===== src/rtl/mmio_resp.sv =====
// Bus responder for the SLC3 CPU memory side: decodes each access to either a small MMIO
// register bank (switches, hex, LEDs, countdown timer) or external SRAM with fixed wait states.
module mmio_resp #(
    parameter logic [15:0] MMIO_BASE   = 16'hFFF0,
    parameter int unsigned WAIT_STATES = 2
) (
    input  logic        clk,
    input  logic        reset,
    input  logic        req,
    input  logic        we,
    input  logic [15:0] addr,
    input  logic [15:0] wdata,
    output logic [15:0] rdata,
    output logic        ready,
    input  logic [15:0] sw_i,
    output logic [15:0] hex_o,
    output logic [15:0] led_o,
    output logic        tmr_irq,
    output logic        sram_ce,
    output logic        sram_we,
    output logic [15:0] sram_addr,
    output logic [15:0] sram_wdata,
    input  logic [15:0] sram_rdata
);

    localparam logic [3:0] WAIT_INIT = 4'(WAIT_STATES - 1);

    localparam logic [15:0] ADDR_SW   = 16'hFFFF;
    localparam logic [15:0] ADDR_HEX  = 16'hFFFE;
    localparam logic [15:0] ADDR_LED  = 16'hFFFD;
    localparam logic [15:0] ADDR_TCNT = 16'hFFFC;
    localparam logic [15:0] ADDR_TCTL = 16'hFFFB;

    typedef enum logic [1:0] {StIdle, StWait, StResp} state_e;

    state_e      r_state, w_state_next;
    logic [3:0]  r_wcnt;
    logic        r_we;
    logic [15:0] r_rdata, r_hex, r_led, r_tcnt;
    logic        r_ten, r_texp;
    logic [15:0] r_sw_meta, r_sw_sync;
    logic        r_sram_ce, r_sram_we;
    logic [15:0] r_sram_addr, r_sram_wdata;

    logic        w_accept, w_is_mmio, w_mmio_wr, w_mmio_rd, w_sram_start, w_sram_done;
    logic        w_wr_hex, w_wr_led, w_wr_tcnt, w_wr_tctl;
    logic        w_tmr_dec, w_tmr_expire;
    logic [15:0] w_mmio_rdata;

    assign w_accept     = (r_state == StIdle) && req;
    assign w_is_mmio    = (addr >= MMIO_BASE);
    assign w_mmio_wr    = w_accept && w_is_mmio && we;
    assign w_mmio_rd    = w_accept && w_is_mmio && !we;
    assign w_sram_start = w_accept && !w_is_mmio;
    assign w_sram_done  = (r_state == StWait) && (r_wcnt == 4'd0);

    assign w_wr_hex  = w_mmio_wr && (addr == ADDR_HEX);
    assign w_wr_led  = w_mmio_wr && (addr == ADDR_LED);
    assign w_wr_tcnt = w_mmio_wr && (addr == ADDR_TCNT);
    assign w_wr_tctl = w_mmio_wr && (addr == ADDR_TCTL);

    // A TCNT write overrides the decrement, so it also suppresses the expiry it would cause.
    assign w_tmr_dec    = r_ten && (r_tcnt != 16'd0);
    assign w_tmr_expire = w_tmr_dec && (r_tcnt == 16'd1) && !w_wr_tcnt;

    always_comb begin
        w_mmio_rdata = 16'h0000;
        case (addr)
            ADDR_SW:   w_mmio_rdata = r_sw_sync;
            ADDR_HEX:  w_mmio_rdata = r_hex;
            ADDR_LED:  w_mmio_rdata = r_led;
            ADDR_TCNT: w_mmio_rdata = r_tcnt;
            ADDR_TCTL: w_mmio_rdata = {14'd0, r_texp, r_ten};
            default:   w_mmio_rdata = 16'h0000;
        endcase
    end

    always_comb begin
        w_state_next = r_state;
        case (r_state)
            StIdle:  if (req) w_state_next = w_is_mmio ? StResp : StWait;
            StWait:  if (r_wcnt == 4'd0) w_state_next = StResp;
            StResp:  w_state_next = StIdle;
            default: w_state_next = StIdle;
        endcase
    end

    always_ff @(posedge clk or negedge reset) begin
        if (!reset) r_state <= StIdle;
        else        r_state <= w_state_next;
    end

    always_ff @(posedge clk or negedge reset) begin
        if (!reset) begin
            r_wcnt       <= 4'd0;
            r_we         <= 1'b0;
            r_rdata      <= 16'h0000;
            r_sram_ce    <= 1'b0;
            r_sram_we    <= 1'b0;
            r_sram_addr  <= 16'h0000;
            r_sram_wdata <= 16'h0000;
        end else begin
            if (w_mmio_rd) r_rdata <= w_mmio_rdata;
            if (w_sram_start) begin
                r_wcnt       <= WAIT_INIT;
                r_we         <= we;
                r_sram_ce    <= 1'b1;
                r_sram_we    <= we;
                r_sram_addr  <= addr;
                r_sram_wdata <= wdata;
            end else if (w_sram_done) begin
                if (!r_we) r_rdata <= sram_rdata;
                r_sram_ce <= 1'b0;
                r_sram_we <= 1'b0;
            end else if (r_state == StWait) begin
                r_wcnt <= r_wcnt - 4'd1;
            end
        end
    end

    always_ff @(posedge clk or negedge reset) begin
        if (!reset) begin
            r_hex     <= 16'h0000;
            r_led     <= 16'h0000;
            r_tcnt    <= 16'h0000;
            r_ten     <= 1'b0;
            r_texp    <= 1'b0;
            r_sw_meta <= 16'h0000;
            r_sw_sync <= 16'h0000;
        end else begin
            r_sw_meta <= sw_i;
            r_sw_sync <= r_sw_meta;
            if (w_wr_hex) r_hex <= wdata;
            if (w_wr_led) r_led <= wdata;
            if (w_wr_tcnt)      r_tcnt <= wdata;
            else if (w_tmr_dec) r_tcnt <= r_tcnt - 16'd1;
            if (w_wr_tctl) r_ten <= wdata[0];
            // Expiry beats a simultaneous write-1-to-clear.
            if (w_tmr_expire)                r_texp <= 1'b1;
            else if (w_wr_tctl && wdata[1]) r_texp <= 1'b0;
        end
    end

    assign ready      = (r_state == StResp);
    assign rdata      = r_rdata;
    assign hex_o      = r_hex;
    assign led_o      = r_led;
    assign tmr_irq    = r_texp;
    assign sram_ce    = r_sram_ce;
    assign sram_we    = r_sram_we;
    assign sram_addr  = r_sram_addr;
    assign sram_wdata = r_sram_wdata;

endmodule


===== config.mk =====
export PLATFORM = sky130hd
export DESIGN_NAME = mmio_resp
export DESIGN_NICKNAME = d
export VERILOG_FILES = /design/src/rtl/mmio_resp.sv
export SDC_FILE = /design/constraint.sdc
export NUM_CORES = 1
export LEC_CHECK = 0
export BUFFER_PORTS_ARGS = -buffer_cell sky130_fd_sc_hd__clkbuf_2
export CAP_MARGIN = 20
export CORE_ASPECT_RATIO = 0.5
export CORE_MARGIN = 2
export CORE_UTILIZATION = 39
export CTS_CLUSTER_SIZE = 25
export DETAILED_ROUTE_END_ITERATION = 10
export GPL_ROUTABILITY_DRIVEN = 1
export PLACE_DENSITY = 0.63
export REMOVE_ABC_BUFFERS = 1
export SLEW_MARGIN = 15
export SYNTH_ARGS = -nofsm -noshare
export SYNTH_HDL_FRONTEND = slang
export SYNTH_SLANG_ARGS = --single-unit

===== constraint.sdc =====
create_clock -name clk -period 2 [get_ports clk]
set_input_delay 0.1 -clock clk [delete_from_list [all_inputs] [get_ports clk]]
set_output_delay 0.1 -clock clk [all_outputs]
set_load 0.005 [all_outputs]

# Yosys cells after proc, flatten, opt, wreduce, memory -nomap -nowiden
# Cells that the tools add are included.
dict set report classes {
  multipliers 0
  n_eq_ne 11
  div_mod_pow 0
  add_sub_neg 2
  shift 0
  reduce_logical 26
  n_mux 19
  n_bitwise 0
  magnitude_cmp 1
}
# op n
set op_table {}
lappend op_table {{two-way mux 16 bit} 6}
lappend op_table {{equality test 16 bit (second input constant)} 5}
lappend op_table {{case mux 16 bit (5 select lines)} 1}
lappend op_table {{equality test 16 x 1 -> 1 bit (second input constant)} 1}
lappend op_table {{greater-or-equal comparator 16 bit (second input constant)} 1}
lappend op_table {{nonzero test 16 bit} 1}
lappend op_table {{subtractor 16 x 1 -> 16 bit (second input constant)} 1}
lappend op_table {{logical AND 1 bit} 14}
lappend op_table {{two-way mux 4 bit} 3}
lappend op_table {{nonzero test 2 bit} 4}
lappend op_table {{two-way mux 2 bit} 3}
lappend op_table {{two-way mux 1 bit} 5}
lappend op_table {{zero test 4 bit} 1}
lappend op_table {{inequality test 2 bit (second input constant)} 2}
lappend op_table {{case mux 2 bit (2 select lines)} 1}
lappend op_table {{AND reduction 2 bit} 2}
lappend op_table {{subtractor 4 x 1 -> 4 bit (second input constant)} 1}
lappend op_table {{zero test 1 bit} 3}
lappend op_table {{equality test 2 x 1 -> 1 bit (second input constant)} 1}
lappend op_table {{equality test 2 bit (second input constant)} 1}
lappend op_table {{zero test 2 bit} 1}
lappend op_table {{inequality test 2 x 1 -> 1 bit (second input constant)} 1}
dict set report totals {
  word_cells 74
  register_bits 139
  mem_bits_ro 0
  mem_bits_rw 0
  out_inout_bits 84
  mem_count 0
  latchBits 0
}

# Logic depth before layout (Yosys ltp)
# Gate-level depths: netlist of run 1.
dict set report logic_depth {
  depth_word 8
  depth_mapped 9
  mapped_depth_nobuf 7
}

# Least setup slack after synthesis of run 1
# No wires, ideal clock.
dict set report synth_timing {
  path_kind {flip-flop to flip-flop}
  from {register r_tcnt[0]}
  to {register r_tcnt[5]}
  setup_slack_ns -0.197
  n_path_buf 0
  required_ns 1.863
  period_less_slack_ns 2.197
  path_stages_with_launch 8
  arrival_time_ns 2.059
  cell_sequence {dfrtp_1 inv_1 ha_1 or3b_2 o41ai_2 nor3b_1 xnor2_1 a21oi_1}
}
dict set report synth_between {
  elab_chain_len 3
}
# element line
set synth_lines {}
lappend synth_lines {{from (decl)} 39} ;# logic [15:0] r_rdata, r_hex, r_led, r_tcnt;
lappend synth_lines {{from (signal assigned)} 135} ;# if (w_wr_tcnt) r_tcnt <= wdata;
lappend synth_lines {{from (signal assigned)} 136} ;# else if (w_tmr_dec) r_tcnt <= r_tcnt - 16'd1;
lappend synth_lines {{subtractor 16 x 1 -> 16 bit / nonzero test 16 bit (equally long branches)} {136, 63}}
lappend synth_lines {{two-way mux 16 bit / logical AND 1 bit (equally long branches)} {136, 63}}
lappend synth_lines {{two-way mux 16 bit / nonzero test 2 bit (equally long branches)} n/a}
# Parallel ways exist; a longest one is shown, timed or not. The select of a mux whose other input is x is not followed.
# A chain may end at the register's enable or synchronous reset.

# Worst setup path after layout of run 1
dict set report layout_timing {
  from {register r_state[1]}
  to {register r_rdata[0] (netlist: rdata[0])}
}
dict set report layout_between {
  elab_chain_len 8
}
# element line
set layout_lines {}
lappend layout_lines {{from (decl)} 36} ;# state_e r_state, w_state_next;
lappend layout_lines {{from (signal assigned)} 89} ;# if (!reset) r_state <= StIdle;
lappend layout_lines {{from (signal assigned)} 90} ;# else r_state <= w_state_next;
lappend layout_lines {{zero test 2 bit} 50} ;# assign w_accept = (r_state == StIdle) && req;
lappend layout_lines {{logical AND 1 bit} 50}
lappend layout_lines {{logical AND 1 bit (2 in a row)} 53} ;# assign w_mmio_rd = w_accept && w_is_mmio && !we;
lappend layout_lines {{two-way mux 16 bit} 103} ;# if (w_mmio_rd) r_rdata <= w_mmio_rdata;
lappend layout_lines {{two-way mux 16 bit} 112} ;# if (!r_we) r_rdata <= sram_rdata;
lappend layout_lines {{two-way mux 16 bit} 111} ;# end else if (w_sram_done) begin
lappend layout_lines {{two-way mux 16 bit (*)} 104} ;# if (w_sram_start) begin
lappend layout_lines {{to (signal assigned)} 103}
lappend layout_lines {{to (signal assigned)} 112}
lappend layout_lines {{to (decl)} 39}
# Every way passes the cells marked *; elsewhere a longest branch is shown, timed or not.

==> impl_metrics.yaml, run 1 <==
synthesis:
  netlist-cell-type-count: 46
  synthAdderAreaFrac_pct: 0.834
  synthSimpleGateAreaFrac_pct: 15.9
  ys_seq_area_share_pct: 58.0
  postSynthAreaPerCell_sq_um: 10.9
  synthTopCellsByCount: "dfrtp_1 (139), nand2_1 (121), mux2_2 (48)"
  yosys.area_share.xor_xnor_pct: 2.34
  yosys_warnings: 0
  ys.flop_type: "dfrtp_1"
  async_flop_share_pct: 100
  synth_top_area_share_pct: 58.0
  yosysTopAreaCell: "dfrtp_1"
  syn-instance-count: 548
  synth_most_common_cell: "dfrtp_1"
  synth_mux_area_share_pct: 9.39
  synth_top_family_by_area: "simple AND/OR/NAND/NOR gates"
  synth_edf_count: 0
  syn_area_sq_um: 6000
  synth_compound_area_share_pct: 11.3
  ys_ff_latch: 139
  synthTopCellsByArea: "dfrtp_1 (58%), mux2_2 (9.0%), nand2_1 (7.6%), o21ai_0 (2.9%), a22oi_1 (2.1%)"
worst_setup_path:
  rr_endpoint: "rdata[0]$_DFF_PN0_"
  crit_fanout: 4
  cp_slowest_stage_delay_ps: 520
  cp_cell_sequence: "or4b_4 > or3b_4 > or3_4 > o31a_1 > o21ai_1"
  slowest_stage: "or4b_4"
  crit_type: "register to register"
  rrSetupSlack_ps: -130
  critPathLaunchType: "register"
  ff2ff_path_depth: 5
  arrival_ps: 2460
  critical_path.endpoint_type: "register"
  required_ps: 2340
  reg2reg_from: "r_state[1]$_DFFE_PN0P_"
placed_design:
  dp_hpwl_um: 12200
  numPortBuffers: 151
  placed_cell_area_sq_um: 7450
  place.gp.congestion: 0.905
floorplanning:
  chipWidth_um: 179
  coreArea_sq_um: 14700
  dieHeight_um: 91.7
  rows: 31
  fp.dieArea_sq_um: 16400
  start_util_pct: 40.7
  ios: 152
min_path:
  min_from: "sram_rdata[8]"
  hold_depth: 4
  hold_class: "input port to register"
  holdPathEnd: "rdata[8]$_DFF_PN0_"
pwr:
  switchingPower_mw: 2.89
  leakagePower_nw: 4.16
  ir_drop_uv: 533
  clkPwrFrac_pct: 34.5
  power_frac_seq_pct: 39.1
  p_int_mw: 6.60
  powerDensity_nw_per_um2: 1080
  netSwitchingFraction_pct: 30.4
  power_frac_comb_pct: 26.4
global_route:
  gr-usage-all-layers_pct: 22.9
  grt_antenna_before_repair: 0
  grt_pass1_wl_um: 28500
  gr-total-overflow: 0
  grt_pass1_vias: 5330
  grt_max_degree: 58
routing:
  firstDrtPassIters: 4
  drtAntennaViolNets: 0
  drc_errors: 0
  drtIter0Drc: 323
  wire_per_inst_um: 17.7
  drt-vias-per-instance: 5.16
  vias: 5207
  drt-total-wl_um: 17900
sta:
  slew_viol_final: 0
  period_needed_ps: 2130
  rsz0062_at_grt: "yes"
  layout_setup_ws_ps: -125
  tightest_slew_ps: 777
  fmax_ghz: 0.471
  finalCritPeriodShare_pct: 106
  finalSetupTns_ps: -1330
  finalHoldViolations: 0
  setup_viol: 16
  fin_skew_ps: 11.1
  relSlewSlack_pct: 47.7
cts:
  cts_tree: "done"
  ctsRootBufferMaster: "clkbuf_16"
  cts_num_sinks: 139
  clk_pin_slew_ps: 60
  clock_path_buffers: 2
  cts-buffers-inserted: 17
  h-tree-depth: 4
  clk_latency_ps: 420
flow_run:
  maxCapViolations: 0
finish:
  antenna_cells: 0
  fill_cells: 1228
  final_nets: 872
  final_layout_size_suffix_gt1_share_pct: 40.9
  final_area_sq_um: 8740
  area_growth_pct: 45.7
run_status:
  status: "finished, violations left"
  violations: "setup timing"
[routing by layer]
layer	part of all wire, %	vias up	routed length [um]	GRT usage [%]
met1	46	2593	8290	31.6
met4	0.81	0	145	5.11
li1	-	2439	-	-
met2	46	158	8310	36.0
met5	0	-	0	0
met3	6.4	17	1140	6.67
[registers in the layout, summed over array words and instances (netlist names), 2 cells and up]
name        flops
led_o          16
sram_addr      16
hex_o          16
r_sw_sync      16
r_sw_meta      16
r_tcnt         16
r_wcnt          4
r_state         2
rdata          16
sram_wdata     16
[final cells by class]
type | instances | area [sq um] | share of cell area (%)
Sequential cell | 139 | 3480 | 39.8
Multi-Input combinational cell | 376 | 2590 | 29.7
Timing Repair Buffer | 262 | 1800 | 20.6
Clock buffer | 20 | 467 | 5.34
Tap cell | 198 | 248 | 2.83
Clock inverter | 11 | 144 | 1.65
Inverter | 4 | 15.0 | 0.172
[worst max-delay path, delay by kind of cell, from the launching register on]
kind	cells	cell delay [ps]
flops	1	390
compound gates	2	360
simple gates	3	1300
[cells by family (layout without fill, tap and decap cells)]
family                     Yosys count  in the layout
buffers and inverters               33            297
xor gates and xnor gates            16             16
AOI/OAI and AO/OA                  107            107
adders and majority gates            4              4
muxes                               49             49
DFF                                139            139
and+or+nand+nor                    200            200
[power by group through the flow]
stage	logic, mW	clock network, mW	registers [mW]
detailed placement	2.34	0	3.75
finish	2.50	3.27	3.71
global route	2.84	3.48	3.79
CTS	2.45	3.32	3.71
global placement	2.29	0	3.73
floorplan	1.09	0	3.76
[how the worst max path moves through the flow]
stage | to | slack, ps | cells after the start | startpoint
after detailed placement | rdata[7]$_DFF_PN0_ | -220 | 7 | r_state[0]$_DFFE_PN0P_
after CTS | rdata[1]$_DFF_PN0_ | -110 | 5 | r_state[1]$_DFFE_PN0P_
final | rdata[0]$_DFF_PN0_ | -130 | 5 | r_state[1]$_DFFE_PN0P_
after floorplan | rdata[10]$_DFF_PN0_ | -290 | 5 | r_state[0]$_DFFE_PN0P_
after global routing | rdata[0]$_DFF_PN0_ | -190 | 5 | r_state[1]$_DFFE_PN0P_
after global placement | rdata[4]$_DFF_PN0_ | -190 | 7 | r_state[0]$_DFFE_PN0P_
[metrics by stage]
step	setup WS (ps)	hold slack, ps	power, mW	util, %	std cells
finish	-125	2.73	9.48	59.3	1010
CTS	-114	5.62	9.48	58.3	1009
floorplan	-286	-196	4.85	-	519
global placement	-189	101	6.01	50.6	930
detailed placement	-216	108	6.09	50.6	930
global route	-193	16.2	10.1	59.3	1010
[cell usage in the layout (no fill, tap or decap), types with 13 or more instances in the layout]
cell type	n
nand2_1	121
clkbuf_16	17
o2bb2ai_1	13
buf_4	53
dlygate4sd3_1	48
dfrtp_1	139
o21ai_1	17
o21ai_0	19
mux2_2	48
a22oi_1	17
nor2_1	15
a21oi_1	18
clkbuf_2	150
[repair_timing]
item,4_1_cts,5_1_grt
pin swaps,2,5
hold endpoints to repair,139,0
gates resized for setup,22,32
buffers inserted,0,1
endpoints found under the setup margin,24,56
hold buffers,48,0
Note: power is estimated with default switching activity, not from simulation.
==> inputs of run 2 (changes only) <==
==> constraint.sdc (replaced) <==
create_clock -name clk -period 2 [get_ports clk]
set_input_delay 0 -clock clk [delete_from_list [all_inputs] [get_ports clk]]
set_output_delay 0 -clock clk [all_outputs]
set_load 0.1 [all_outputs]
==> run 2 against run 1 <==
Against the previous run:
- cell area up 1.9%
- sequential share of layout area down 0.73 points
- critical endpoint is now rdata[1]$_DFF_PN0_
- the flow still finishes with violations (setup timing)
- clock-buffer cell count up 1
==> impl_metrics.yaml, run 2 (synthesis gave the netlist of run 1 again) <==
run_status:
  status: "finished, violations left"
  violations: "setup timing"
worst_setup_path:
  crit_type: "register to register"
  critPathLaunchType: "register"
  crit_fanout: 4
  rr_endpoint: "rdata[1]$_DFF_PN0_"
  critical_path.endpoint_type: "register"
  reg2reg_from: "r_state[0]$_DFFE_PN0P_"
  arrival_ps: 2460
  rrSetupSlack_ps: -120
  ff2ff_path_depth: 5
  required_ps: 2340
sta:
  setup_viol: 17
  finalCritPeriodShare_pct: 106
  fmax_ghz: 0.472
  fin_skew_ps: 8.01
  relSlewSlack_pct: 57.7
  layout_setup_ws_ps: -120
  rsz0062_at_grt: "yes"
  finalHoldViolations: 0
  holdWs_ps: 133
  tightest_slew_ps: 635
  slew_viol_final: 0
  period_needed_ps: 2120
cts:
  clk_pin_slew_ps: 60
  clk_latency_ps: 420
  h-tree-depth: 4
  cts-buffers-inserted: 17
  cts_tree: "done"
  ctsRootBufferMaster: "clkbuf_16"
  clock_path_buffers: 2
  cts_num_sinks: 139
finish:
  final_core_util_pct: 60.4
  final_layout_size_suffix_gt1_share_pct: 39.4
  final_cell_mix: "clkbuf_2 (150), dfrtp_1 (139), nand2_1 (120)"
  final_common_cell: "clkbuf_2"
  final_area_sq_um: 8900
  final_nets: 892
  area_growth_pct: 48.5
global_route:
  grt_antenna_before_repair: 0
  grt_max_degree: 65
  grt_pass1_vias: 5380
  gr-total-overflow: 0
  gr-usage-all-layers_pct: 23.0
  grt_pass1_wl_um: 28700
floorplanning:
  fp.dieArea_sq_um: 16400
  coreArea_sq_um: 14700
  dieHeight_um: 91.7
  chipWidth_um: 179
  start_util_pct: 40.7
  ios: 152
  rows: 31
placed_design:
  place_ws_ps: -211
  dp_hpwl_um: 12300
  place.gp.congestion: 0.917
  placed_cell_area_sq_um: 7460
  numPortBuffers: 151
routing:
  drtIter0Drc: 383
  drtAntennaViolNets: 0
  wire_per_inst_um: 17.6
  drt-total-wl_um: 18200
  drc_errors: 0
  drt-vias-per-instance: 5.16
  vias: 5328
  firstDrtPassIters: 5
min_path:
  hold_class: "input port to async pin"
pwr:
  ir_drop_uv: 721
  powerDensity_nw_per_um2: 1470
  leakagePower_nw: 4.23
flow_run:
  maxCapViolations: 0
[run 2: report_power, final]
part | total [mW] | switching, mW | internal [mW]
logic | 6.03 | 4.91 | 1.12
registers | 3.71 | 0.312 | 3.40
clock network | 3.37 | 1.22 | 2.15
total | 13.1 | 6.45 | 6.67
[run 2: cell type report]
class / instances / area (sq um)
Fill cell: 1171 / 5830
Sequential cell: 139 / 3480
Multi-Input combinational cell: 376 / 2550
Timing Repair Buffer: 282 / 1980
Clock buffer: 21 / 460
Tap cell: 198 / 248
Clock inverter: 11 / 168
Inverter: 4 / 15.0
Antenna cell: 1 / 2.50
[run 2: worst max path at each step]
stage | start | endpoint | slack [ps] | cells after the start
2_1_floorplan | r_state[0]$_DFFE_PN0P_ | rdata[10]$_DFF_PN0_ | -300 | 5
3_3_place_gp | r_state[0]$_DFFE_PN0P_ | rdata[4]$_DFF_PN0_ | -190 | 7
3_5_place_dp | r_state[0]$_DFFE_PN0P_ | rdata[13]$_DFF_PN0_ | -210 | 7
4_1_cts | r_state[0]$_DFFE_PN0P_ | rdata[1]$_DFF_PN0_ | -120 | 5
5_1_grt | r_state[0]$_DFFE_PN0P_ | rdata[0]$_DFF_PN0_ | -200 | 5
6_report | r_state[0]$_DFFE_PN0P_ | rdata[1]$_DFF_PN0_ | -120 | 5
[run 2: repair_timing]
action                                  4_1_cts  5_1_grt
gates cloned                                  0        0
endpoints found under the setup margin       23       64
setup buffers                                 0        1
pin swaps                                     2        8
hold endpoints to repair                    177        0
gates resized for setup                      16       26
hold buffers                                 66        0
[run 2: routing by layer]
layer / vias up / wire length (um) / GRT usage (%)
li1: 2482 / - / -
met2: 207 / 8460 / 35.6
met5: - / 0 / 0
met1: 2614 / 8210 / 32.3
met4: 0 / 287 / 8.00
met3: 25 / 1200 / 4.48
[run 2: critical path: stages (launching register included)]
cell and delay (ps):
dfrtp_1 380, or4b_4 540, or3b_4 390, or3_4 360, o31a_1 290, o21ai_1 80
[run 2: stage by stage]
step / setup TNS (ps) / power (mW) / std cells
6_report: -1360 / 13.1 / 1032
5_1_grt: -2890 / 13.7 / 1031
4_1_cts: -1380 / 13.1 / 1030
3_5_place_dp: -3440 / 9.63 / 932
3_3_place_gp: -2770 / 9.56 / 932
2_1_floorplan: -9700 / 8.36 / 519
==> inputs of run 3 (changes only) <==
- CELL_PAD_IN_SITES_DETAIL_PLACEMENT: unset -> 1
- CELL_PAD_IN_SITES_GLOBAL_PLACEMENT: unset -> 1
- CORE_UTILIZATION: 39 -> 37
- HOLD_SLACK_MARGIN: unset -> 0.03
- PLACE_DENSITY: 0.63 -> 0.75
==> run 3 against run 2 <==
Against the previous run:
- the run still ends with setup timing left
- sequential share of layout area fell by 0.57 points
- critical path depth stayed put
- critical endpoint is now rdata[9]$_DFF_PN0_
- largest power group unchanged
- clock-buffer cell count shrank 1
- first-iteration DRC count grew 8.4%
- clock power hardly changed
- setup slack got worse by 62 ps
- largest cell class unchanged
==> impl_metrics.yaml, run 3 (synthesis gave the netlist of run 1 again) <==
min_path:
  hold_class: "input port to async pin"
finish:
  area_growth_pct: 50.7
  final_nets: 900
  final_area_sq_um: 9040
  final_layout_size_suffix_gt1_share_pct: 40.9
  final_common_cell: "clkbuf_2"
  final_cell_mix: "clkbuf_2 (150), dfrtp_1 (139), nand2_1 (120)"
cts:
  cts-buffers-inserted: 17
  ctsRootBufferMaster: "clkbuf_16"
  clk_pin_slew_ps: 70
  cts_tree: "done"
  clk_latency_ps: 430
  h-tree-depth: 4
  clock_path_buffers: 2
  cts_num_sinks: 139
sta:
  rsz0062_at_grt: "yes"
  setup_viol: 25
  period_needed_ps: 2180
  finalCritPeriodShare_pct: 109
  relSlewSlack_pct: 58.4
  fin_skew_ps: 13.0
  tightest_slew_ps: 624
  holdWs_ps: 121
  slew_viol_final: 0
  fmax_ghz: 0.458
  layout_setup_ws_ps: -183
  finalHoldViolations: 0
floorplanning:
  ios: 152
  rows: 32
  dieHeight_um: 94.0
  chipWidth_um: 184
  fp.dieArea_sq_um: 17300
  coreArea_sq_um: 15600
  start_util_pct: 38.4
global_route:
  grt_antenna_before_repair: 1
  grt_pass1_vias: 6141
  grt_max_degree: 61
  gr-total-overflow: 0
  grt_pass1_wl_um: 34000
  gr-usage-all-layers_pct: 26.3
worst_setup_path:
  reg2reg_from: "r_state[0]$_DFFE_PN0P_"
  cp_slowest_stage_delay_ps: 560
  arrival_ps: 2530
  critPathLaunchType: "register"
  rrSetupSlack_ps: -180
  ff2ff_path_depth: 5
  required_ps: 2340
  slowest_stage: "or4b_4"
  critical_path.endpoint_type: "register"
  cp_cell_sequence: "or4b_4 > or3b_4 > or3_4 > buf_4 > o21ai_1"
  crit_type: "register to register"
  rr_endpoint: "rdata[9]$_DFF_PN0_"
  crit_fanout: 8
placed_design:
  numPortBuffers: 151
  dp_hpwl_um: 14300
  placed_cell_area_sq_um: 7470
  place_ws_ps: -234
  place.gp.congestion: 0.862
flow_run:
  maxCapViolations: 0
routing:
  drt-total-wl_um: 23000
  drc_errors: 0
  drt-vias-per-instance: 5.45
  wire_per_inst_um: 22.0
  vias: 5705
  firstDrtPassIters: 4
  drtAntennaViolNets: 0
  drtIter0Drc: 415
pwr:
  powerDensity_nw_per_um2: 1490
  leakagePower_nw: 4.28
  ir_drop_uv: 1420
run_status:
  status: "finished, violations left"
  violations: "setup timing"
==> run 3: changes by cell type in the layout (fill, tap and decap cells not counted), sizes merged <==
| cell | before | now |
|---|---|---|
| buf | 66 | 73 |
| inv | 4 | 6 |
| bufinv | 4 | 3 |
| clkinv | 5 | 4 |
| clkinvlp | 2 | 3 |
| diode | 1 | 2 |
==> run 3: power by group <==
group	switching, mW	internal (mW)	leakage (nW)	total [mW]
combinational	5.13	1.15	2.30	6.28
sequential	0.357	3.40	1.69	3.75
clock	1.35	2.04	0.293	3.39
==> run 3: how the worst max path moves through the flow <==
stage / end / slack, ps / startpoint / depth (start not counted)
after floorplan: rdata[10]$_DFF_PN0_ / -300 / r_state[0]$_DFFE_PN0P_ / 5
after global placement: rdata[11]$_DFF_PN0_ / -190 / r_state[0]$_DFFE_PN0P_ / 7
after detailed placement: rdata[7]$_DFF_PN0_ / -230 / r_state[0]$_DFFE_PN0P_ / 7
after CTS: rdata[0]$_DFF_PN0_ / -90 / r_state[0]$_DFFE_PN0P_ / 5
after global routing: rdata[9]$_DFF_PN0_ / -230 / r_state[0]$_DFFE_PN0P_ / 5
final: rdata[9]$_DFF_PN0_ / -180 / r_state[0]$_DFFE_PN0P_ / 5
==> run 3: worst max-delay path, delay by kind of cell, from the launching register on <==
kind / cells / cell delay (ps)
compound gates: 1 / 190
flops: 1 / 380
buf+inv: 1 / 190
simple gates: 3 / 1340
==> run 3: cell type report <==
cell class                 count  area, sq um
fill                        1698         6580
multi-input combinational    376         2600
sequential                   139         3480
inverter                       4         15.0
clock inverter                12          161
antenna                        2         5.00
tap                          204          255
timing repair buffer         290         2070
clock buffer                  20          457
==> run 3: repair_timing <==
item                       in CTS  in global routing
pin swaps                       4                 20
resized for setup              29                 34
buffers inserted                2                  6
cloned                          0                  1
setup endpoints to repair      25                 61
hold buffers                   66                  0
hold endpoints to repair      181                  0
==> run 3: through the flow <==
stage	setup TNS (ps)	total power [mW]	instances	utilization [%]
6_report	-2330	13.4	1047	57.9
5_1_grt	-4630	13.9	1045	57.8
4_1_cts	-1190	13.3	1040	56.7
3_5_place_dp	-3900	9.77	940	47.8
3_3_place_gp	-2810	9.59	940	47.8
2_1_floorplan	-9700	8.36	519	-
==> run 3: layer usage <==
| layer | vias up | part of all wire [%] | track usage (%) |
|---|---|---|---|
| li1 | 2511 | - | - |
| met1 | 2961 | 44 | 34.0 |
| met2 | 202 | 50 | 44.8 |
| met3 | 29 | 4.6 | 5.47 |
| met4 | 2 | 1.3 | 8.20 |
| met5 | - | 0.074 | 0 |
